File: src/rtl/fifo_pkg.sv
// ============================================================================
// Module   : fifo_pkg
// Brief    : Shared defaults, pointer type and helper for the DP-RAM FIFO.
// Revision : 1.0 - initial release
// ============================================================================
`default_nettype none

package fifo_pkg;

    localparam int FIFO_DEF_D_W = 8;
    localparam int FIFO_DEF_A_W = 8;

    typedef logic [FIFO_DEF_A_W-1:0] fifo_ptr_t;

    function automatic int fifo_clog2(input int value);
        int r;
        r = 0;
        for (int i = 0; i < 31; i++) begin
            if ((1 << i) < value) begin
                r = i + 1;
            end
        end
        return r;
    endfunction

endpackage

`default_nettype wire

File: src/rtl/fifo_dp_ram_core.sv
// ============================================================================
// Module   : fifo_dp_ram_core
// Brief    : Simple dual-port RAM, synchronous write, registered read port.
// Revision : 1.0 - initial release
// ============================================================================
`default_nettype none

module fifo_dp_ram_core
    import fifo_pkg::*;
#(
    parameter int D_W = FIFO_DEF_D_W,
    parameter int A_W = FIFO_DEF_A_W
) (
    input  logic           clock,
    input  logic           reset,
    input  logic           we,
    input  logic [A_W-1:0] waddr,
    input  logic [D_W-1:0] wdata,
    input  logic           re,
    input  logic [A_W-1:0] raddr,
    output logic [D_W-1:0] rdata
);

    logic [D_W-1:0] r_mem [0:(2**A_W)-1];

    // Storage is deliberately left unreset so it maps onto block RAM.
    always_ff @(posedge clock) begin
        if (we) begin
            r_mem[waddr] <= wdata;
        end
    end

    always_ff @(posedge clock or posedge reset) begin
        if (reset) begin
            rdata <= '0;
        end else if (re) begin
            rdata <= r_mem[raddr];
        end
    end

endmodule

`default_nettype wire

File: src/rtl/fifo_sync_dp_ram.sv
// ============================================================================
// Module   : fifo_sync_dp_ram
// Brief    : Single-clock FIFO on a dual-port RAM with level/error flags.
//            Define FIFO_SHOWAHEAD_EN for first-word-fall-through output.
// Revision : 1.0 - initial release
// ============================================================================
`default_nettype none

module fifo_sync_dp_ram
    import fifo_pkg::*;
#(
    parameter int D_W      = FIFO_DEF_D_W,
    parameter int A_W      = FIFO_DEF_A_W,
    parameter int AF_LEVEL = (2**A_W) - 4,
    parameter int AE_LEVEL = 4
) (
    input  logic           clock,
    input  logic           reset,
    input  logic           wr_en,
    input  logic [D_W-1:0] data,
    input  logic           rd_en,
    output logic [D_W-1:0] q,
    output logic           full,
    output logic           empty,
    output logic           almost_full,
    output logic           almost_empty,
    output logic [A_W:0]   usedw,
    output logic           overflow,
    output logic           underflow
);

    localparam int           c_DEPTH   = 2**A_W;
    localparam logic [A_W:0] c_DEPTH_W = (A_W+1)'(c_DEPTH);
    localparam logic [A_W:0] c_AF      = (A_W+1)'(AF_LEVEL);
    localparam logic [A_W:0] c_AE      = (A_W+1)'(AE_LEVEL);

    logic [A_W-1:0] r_wptr;
    logic [A_W-1:0] r_rptr;
    logic [A_W:0]   r_usedw;
    logic [A_W:0]   w_usedw_nxt;
    logic           r_full, r_empty, r_af, r_ae, r_ovf, r_udf;
    logic           w_wr_acc, w_rd_acc, w_ram_re, w_empty_nxt;

    always_comb begin
        w_wr_acc    = wr_en & ~r_full;
        w_rd_acc    = rd_en & ~r_empty;
        w_usedw_nxt = r_usedw;
        if (w_wr_acc & ~w_rd_acc) begin
            w_usedw_nxt = r_usedw + (A_W+1)'(1);
        end else if (~w_wr_acc & w_rd_acc) begin
            w_usedw_nxt = r_usedw - (A_W+1)'(1);
        end
    end

`ifdef FIFO_SHOWAHEAD_EN
    // The RAM read register doubles as the prefetch stage; r_q_valid marks
    // it holding the head word, which is already counted in usedw.
    logic r_q_valid;
    logic w_q_valid_nxt;
    logic w_ram_has;

    always_comb begin
        w_ram_has     = r_usedw > {{A_W{1'b0}}, r_q_valid};
        w_ram_re      = w_ram_has & (~r_q_valid | w_rd_acc);
        w_q_valid_nxt = w_ram_re | (r_q_valid & ~w_rd_acc);
        w_empty_nxt   = ~w_q_valid_nxt;
    end

    always_ff @(posedge clock or posedge reset) begin
        if (reset) begin
            r_q_valid <= 1'b0;
        end else begin
            r_q_valid <= w_q_valid_nxt;
        end
    end
`else
    always_comb begin
        w_ram_re    = w_rd_acc;
        w_empty_nxt = (w_usedw_nxt == '0);
    end
`endif

    always_ff @(posedge clock or posedge reset) begin
        if (reset) begin
            r_wptr  <= '0;
            r_rptr  <= '0;
            r_usedw <= '0;
            r_full  <= 1'b0;
            r_empty <= 1'b1;
            r_af    <= 1'b0;
            r_ae    <= 1'b1;
            r_ovf   <= 1'b0;
            r_udf   <= 1'b0;
        end else begin
            if (w_wr_acc) begin
                r_wptr <= r_wptr + A_W'(1);
            end
            if (w_ram_re) begin
                r_rptr <= r_rptr + A_W'(1);
            end
            r_usedw <= w_usedw_nxt;
            r_full  <= (w_usedw_nxt == c_DEPTH_W);
            r_empty <= w_empty_nxt;
            r_af    <= (w_usedw_nxt >= c_AF);
            r_ae    <= (w_usedw_nxt <= c_AE);
            r_ovf   <= wr_en & r_full;
            r_udf   <= rd_en & r_empty;
        end
    end

    fifo_dp_ram_core #(
        .D_W (D_W),
        .A_W (A_W)
    ) u_ram (
        .clock (clock),
        .reset (reset),
        .we    (w_wr_acc),
        .waddr (r_wptr),
        .wdata (data),
        .re    (w_ram_re),
        .raddr (r_rptr),
        .rdata (q)
    );

    assign full         = r_full;
    assign empty        = r_empty;
    assign almost_full  = r_af;
    assign almost_empty = r_ae;
    assign usedw        = r_usedw;
    assign overflow     = r_ovf;
    assign underflow    = r_udf;

endmodule

`default_nettype wire
File: config.mk
export PLATFORM = sky130hd
export DESIGN_NAME = fifo_sync_dp_ram
export DESIGN_NICKNAME = d
export VERILOG_FILES = /design/src/rtl/fifo_pkg.sv /design/src/rtl/fifo_dp_ram_core.sv /design/src/rtl/fifo_sync_dp_ram.sv
export SDC_FILE = /design/constraint.sdc
export NUM_CORES = 2
export LEC_CHECK = 0
export CAP_MARGIN = 20
export CORE_MARGIN = 8
export CORE_UTILIZATION = 41
export DETAILED_ROUTE_END_ITERATION = 16
export REMOVE_ABC_BUFFERS = 1
export SETUP_SLACK_MARGIN = 0.5
export SLEW_MARGIN = 40
export SYNTH_ARGS = -nofsm -noshare
export SYNTH_HDL_FRONTEND = slang
export SYNTH_SLANG_ARGS = --single-unit
export TNS_END_PERCENT = 20
File: constraint.sdc
create_clock -name clock -period 2.88 [get_ports clock]
set_clock_uncertainty 0.05 [all_clocks]
set_input_delay 0.288 -clock clock [delete_from_list [all_inputs] [get_ports clock]]
set_output_delay 0.288 -clock clock [all_outputs]
set_load 0.005 [all_outputs]
# [Word-level counts from Yosys, hierarchy flattened]
# Memories as Yosys holds them, arrays and structs flattened. A register that Yosys moved wholly into a read port is not among the register bits.
# Index checks and enable logic that the tools add are counted.
[classes] bitwise=10 muxes=4 n_addsub=4 n_eq_ne=1 order_cmp=2 reduce_logical=1
[op_table] op="9-bit 2-to-1 mux" n=2
[op_table] op="8-bit by 1-bit adder with 8-bit output, second input constant" n=2
[op_table] op="9-bit by 1-bit adder with 9-bit output, second input constant" n=1
[op_table] op="9-bit == test, second input constant" n=1
[op_table] op="9-bit by 8-bit >= comparator with 1-bit output, second input constant" n=1
[op_table] op="9-bit by 3-bit less-or-equal comparator with 1-bit output, second input constant" n=1
[op_table] op="9-bit logical NOT" n=1
[op_table] op="9-bit by 1-bit subtractor with 9-bit output, second input constant" n=1
[op_table] op="1-bit AND" n=6
[op_table] op="1-bit NOT" n=4
[op_table] op="1-bit 2-to-1 mux" n=2
[word_totals] memories=1 ramBits=2048 ff_bits=31 word_cells=32
[memory_table] memory="u_ram.r_mem" words=256 width=8 read_ports=1 rd_ports_with_merged_regs=1 write_ports=1 line_no="fifo_dp_ram_core.sv:24" text="logic [D_W-1:0] r_mem [0:(2**A_W)-1];"

# [Depth between registers and ports, before layout]
[logic_depth] depth_word=7 mapped_depth=12 ltp_nobuf=8

# [Hierarchy]
# A second synthesis with hierarchy kept.
[hier_totals] hier_cells=4081 hier_area_um2=81775.9
[modules_own_cells] module="fifo_dp_ram_core" n_inst=1 area_per_inst_um2=80209.4 cells_each=3933
[modules_own_cells] module="fifo_sync_dp_ram" n_inst=1 area_per_inst_um2=1566.5 cells_each=148

# [Worst setup path after synthesis]
# OpenSTA, ideal clock, no wires.
[synth_timing] path_type="reg-to-reg" startpoint="register r_rptr[0]" endpoint="register u_ram.rdata[6], read port of u_ram.r_mem" setup_time_ns=0.137 synth_period_minus_slack_ns=2.494 path_stages_with_launch=9 arrival_ns=2.306 path_slack_ns=0.386 path_cell_list="dfrtp_1 -> buf_6 -> buf_4 -> buf_2 -> mux4_2 -> a221oi_1 -> a21oi_1 -> o32ai_1 -> o22ai_1"
[synth_lines] element="start, declared" line_no="fifo_sync_dp_ram.sv:38" text="logic [A_W-1:0] r_rptr;"
[synth_lines] element="start signal, assigned" line_no="fifo_sync_dp_ram.sv:99" text="r_rptr <= r_rptr + A_W'(1);"
[synth_lines] element="end, declared" line_no="fifo_dp_ram_core.sv:21" text="output logic [D_W-1:0] rdata"

==> results.cfg <==
[sta]
rsz0062_at_grt = true
tightest_slew_ps = 912
fmax_ghz = 0.327
post-route-period-util = 1.06
setup_slack_ps = -178
final-max-slew-violation-count = 0
period_needed_ps = 3060
maxSlewHeadroom = 0.392
fin_hold_ws_ps = 37.3
hold_violations = 0
setup_viol = 8

[floorplan]
row_count = 163
start_util = 0.413
die_w_um = 462
io_pins = 35
dieArea_sq_um = 213000
die_h_um = 462
core_sq_um = 198000

[synth]
async_flop_share = 0.0187
muxShareOfSynthArea = 0.153
netlist_area_sq_um = 81600
ys_ff_latch = 2087
yosys.area.top_type_share = 0.754
syn_inst = 3916
synth_area_leaders = edfxtp_1, mux4_2, mux2i_1, nor2_1, dfrtp_1
synth_edf_count = 2048
synth-simple-area-share = 0.0291
yosysWarnings = 0
synth_compound_area_frac = 0.0302
avgSynthCellArea_sq_um = 20.8
synth_xor_area_frac = 0.00215
yosysUniqueCellTypes = 77
seq_area_frac_synth = 0.766
synth_fa_ha_area_frac = 0.00107
synth_top_family_by_area = multiplexers
synth_flop_cell = edfxtp_1
synth_top_area_cell = edfxtp_1

[power_and_ir_drop]
power_density_nw_per_um2 = 952
power_mw = 94.0
power_frac_seq = 0.368
p_sw_mw = 30.1
power_frac_comb = 0.349
pwr-share-clk = 0.283
p_leak_nw = 32.4
internal_power_mw = 63.9
swShare = 0.320
vdd_drop_max_v = 0.000806

[cts]
ctsHtreeMaxLevel = 4
clk_latency_ps = 860
tritoncts = built
path_clk_slew_ps = 60
cts_buffers = 208
cts.sinks = 2087
cts-root-buf = clkbuf_16
cts_buffer_depth = 3

[place]
dp_slack_ps = -729
post-place-cells = 7098
place_hpwl_mm = 151
gp_congestion = 0.886
io_buffers = 34

[cells_and_area]
final_nets = 4736
fin_util = 0.500
seq_area_sq_um = 62500
multi_input_area_sq_um = 18300
drive_above_1_share = 0.353
final_cells = 7535
area_delta_synth_final_pct = 21.0
fill_cells = 15900

[worst_setup_path]
crit_path_start_kind = register
path_class = register to register
path_max_fanout = 5
crit_required_ps = 3550
arrival_ps = 3730
cp-end-kind = register

[route]
first_pass_iters = 5
drc = 0
drtAntennaViolNets = 0
drt_iter0_markers = 5780
finalWirelength_mm = 231
vias = 43800
wl_per_cell_um = 30.6
viasPerCell = 5.81

[global_routing]
grt.overflow.total = 0
first_global_vias = 43900
grt_first_pass_wirelength_mm = 328
grt_use_total = 0.213
grt_start_max_net_pins = 91
antenna_found_initial = 6

[run]
maxCapViolCount = 0

[hold_path]
worstHoldPathType = primary input to register

[status]
violations = setup timing
status = complete, but fails checks
routing by layer:
layer	up-vias	global-route usage	share of wire
li1	17900	-	-
met1	23300	0.302	0.41
met2	2198	0.333	0.46
met3	417	0.0403	0.090
met4	0	0.0784	0.040
met5	-	0	0
cells in the final DEF (no fill, tap or decap), types with 15 or more instances in the layout:
cell,synthesis,layout
edfxtp_1,2048,2048
buf_4,15,671
mux4_2,469,469
nor2_1,277,271
clkbuf_16,0,210
mux2i_1,178,171
nand2_1,112,108
buf_12,4,88
a21oi_1,64,51
a22oi_1,57,48
clkbuf_1,102,48
clkinv_2,0,44
clkinv_1,1,43
nand3_1,46,42
dfrtp_1,37,30
o21ai_0,34,27
clkdlybuf4s50_1,0,26
nor3_1,25,21
buf_6,32,19
o22ai_1,21,17
bufinv_16,0,17
xnor2_1,16,16
a221oi_1,26,15
o221ai_1,17,15
a22o_1,16,15
mux2_2,15,15
cells in the mapped netlist, types with 8 or more instances:
master / number
edfxtp_1: 2048
mux4_2: 469
nor2_1: 277
mux2i_1: 178
nand2_1: 112
clkbuf_1: 102
a21oi_1: 64
buf_2: 60
a22oi_1: 57
nand3_1: 46
dfrtp_1: 37
o21ai_0: 34
buf_6: 32
a221oi_1: 26
nor3_1: 25
o22ai_1: 21
buf_1: 18
o221ai_1: 17
a22o_1: 16
nor2b_1: 16
xnor2_1: 16
buf_4: 15
mux2_2: 15
inv_1: 14
a211oi_1: 13
and2_1: 11
o211ai_1: 9
o21ai_1: 9
nand2b_1: 8
nand4_1: 8
nor4_1: 8
state kept, by name, summed over array words and instances (netlist names):
signal / flops
underflow: 1
full: 1
u_ram.rdata: 8
empty: 1
almost_empty: 1
usedw: 9
r_rptr: 8
overflow: 1
almost_full: 1
u_ram.r_mem: 2048
r_wptr: 8
worst paths after layout:
kind	cells after the start	slack [ps]	endpoint	start
setup / recovery	12	-180	u_ram.rdata[4]	r_rptr[0]
setup reg to reg	12	-180	u_ram.rdata[4]	r_rptr[0]
hold / removal	1	40	u_ram.r_mem[149][5]	data[5]
max in group asynchronous	4	1650	empty	reset
min in group asynchronous	3	380	usedw[1]	reset
hold reg to reg	1	500	r_wptr[5]	r_wptr[5]
power groups by stage:
stage	combinational, mW	clock (mW)	sequential, mW
after detailed placement	30.1	0	35.2
after global routing	33.9	28.2	34.6
after CTS	32.2	27.0	34.6
after floorplan	8.08	0	35.6
after global placement	30.0	0	35.2
final	32.8	26.6	34.6
area by class of cell:
type / count / share of cell area
antenna: 2 / 0.0000507
clock buffer: 260 / 0.0553
clock inverter: 126 / 0.0125
inverter: 16 / 0.000659
multi-input combinational: 1574 / 0.186
sequential: 2087 / 0.633
tap: 2640 / 0.0335
timing repair buffer: 830 / 0.0792
worst max-delay path, stage by stage, from the launching register on:
cell and delay, ps:
dfrtp_4 520, buf_6 160, bufbuf_16 270, buf_4 130
buf_6 120, buf_4 160, mux2i_1 230, a221oi_2 130
a21oi_1 270, o21ai_2 120, a2111oi_4 450, buf_4 200
o32ai_1 100
logic make-up (layout without fill, tap and decap cells):
| logic type | after synthesis | after routing |
|---|---|---|
| AOI/OAI and AO/OA | 341 | 341 |
| xor gates and xnor gates | 20 | 20 |
| adders and majority gates | 7 | 7 |
| buffers and inverters | 255 | 1232 |
| DFF | 2087 | 2087 |
| muxes | 662 | 662 |
| other | 0 | 2 |
| and+or+nand+nor | 544 | 544 |
repair_timing:
action | 4_1_cts | 5_1_grt
pin swaps | 26 | 18
endpoints found under the setup margin | 21 | 106
buffers inserted | 37 | 3
hold buffers | 3 | 0
hold endpoints to repair | 71 | 0
cloned | 6 | 0
resized for setup | 100 | 69
stage by stage:
stage,TNS (ps),area [sq um]
floorplan,-296220,80200
global route,-935,98700
detailed placement,-3400,90600
finish,-674,98700
CTS,-591,98400
global placement,-3740,90600
(Power assumes the default switching activity.)
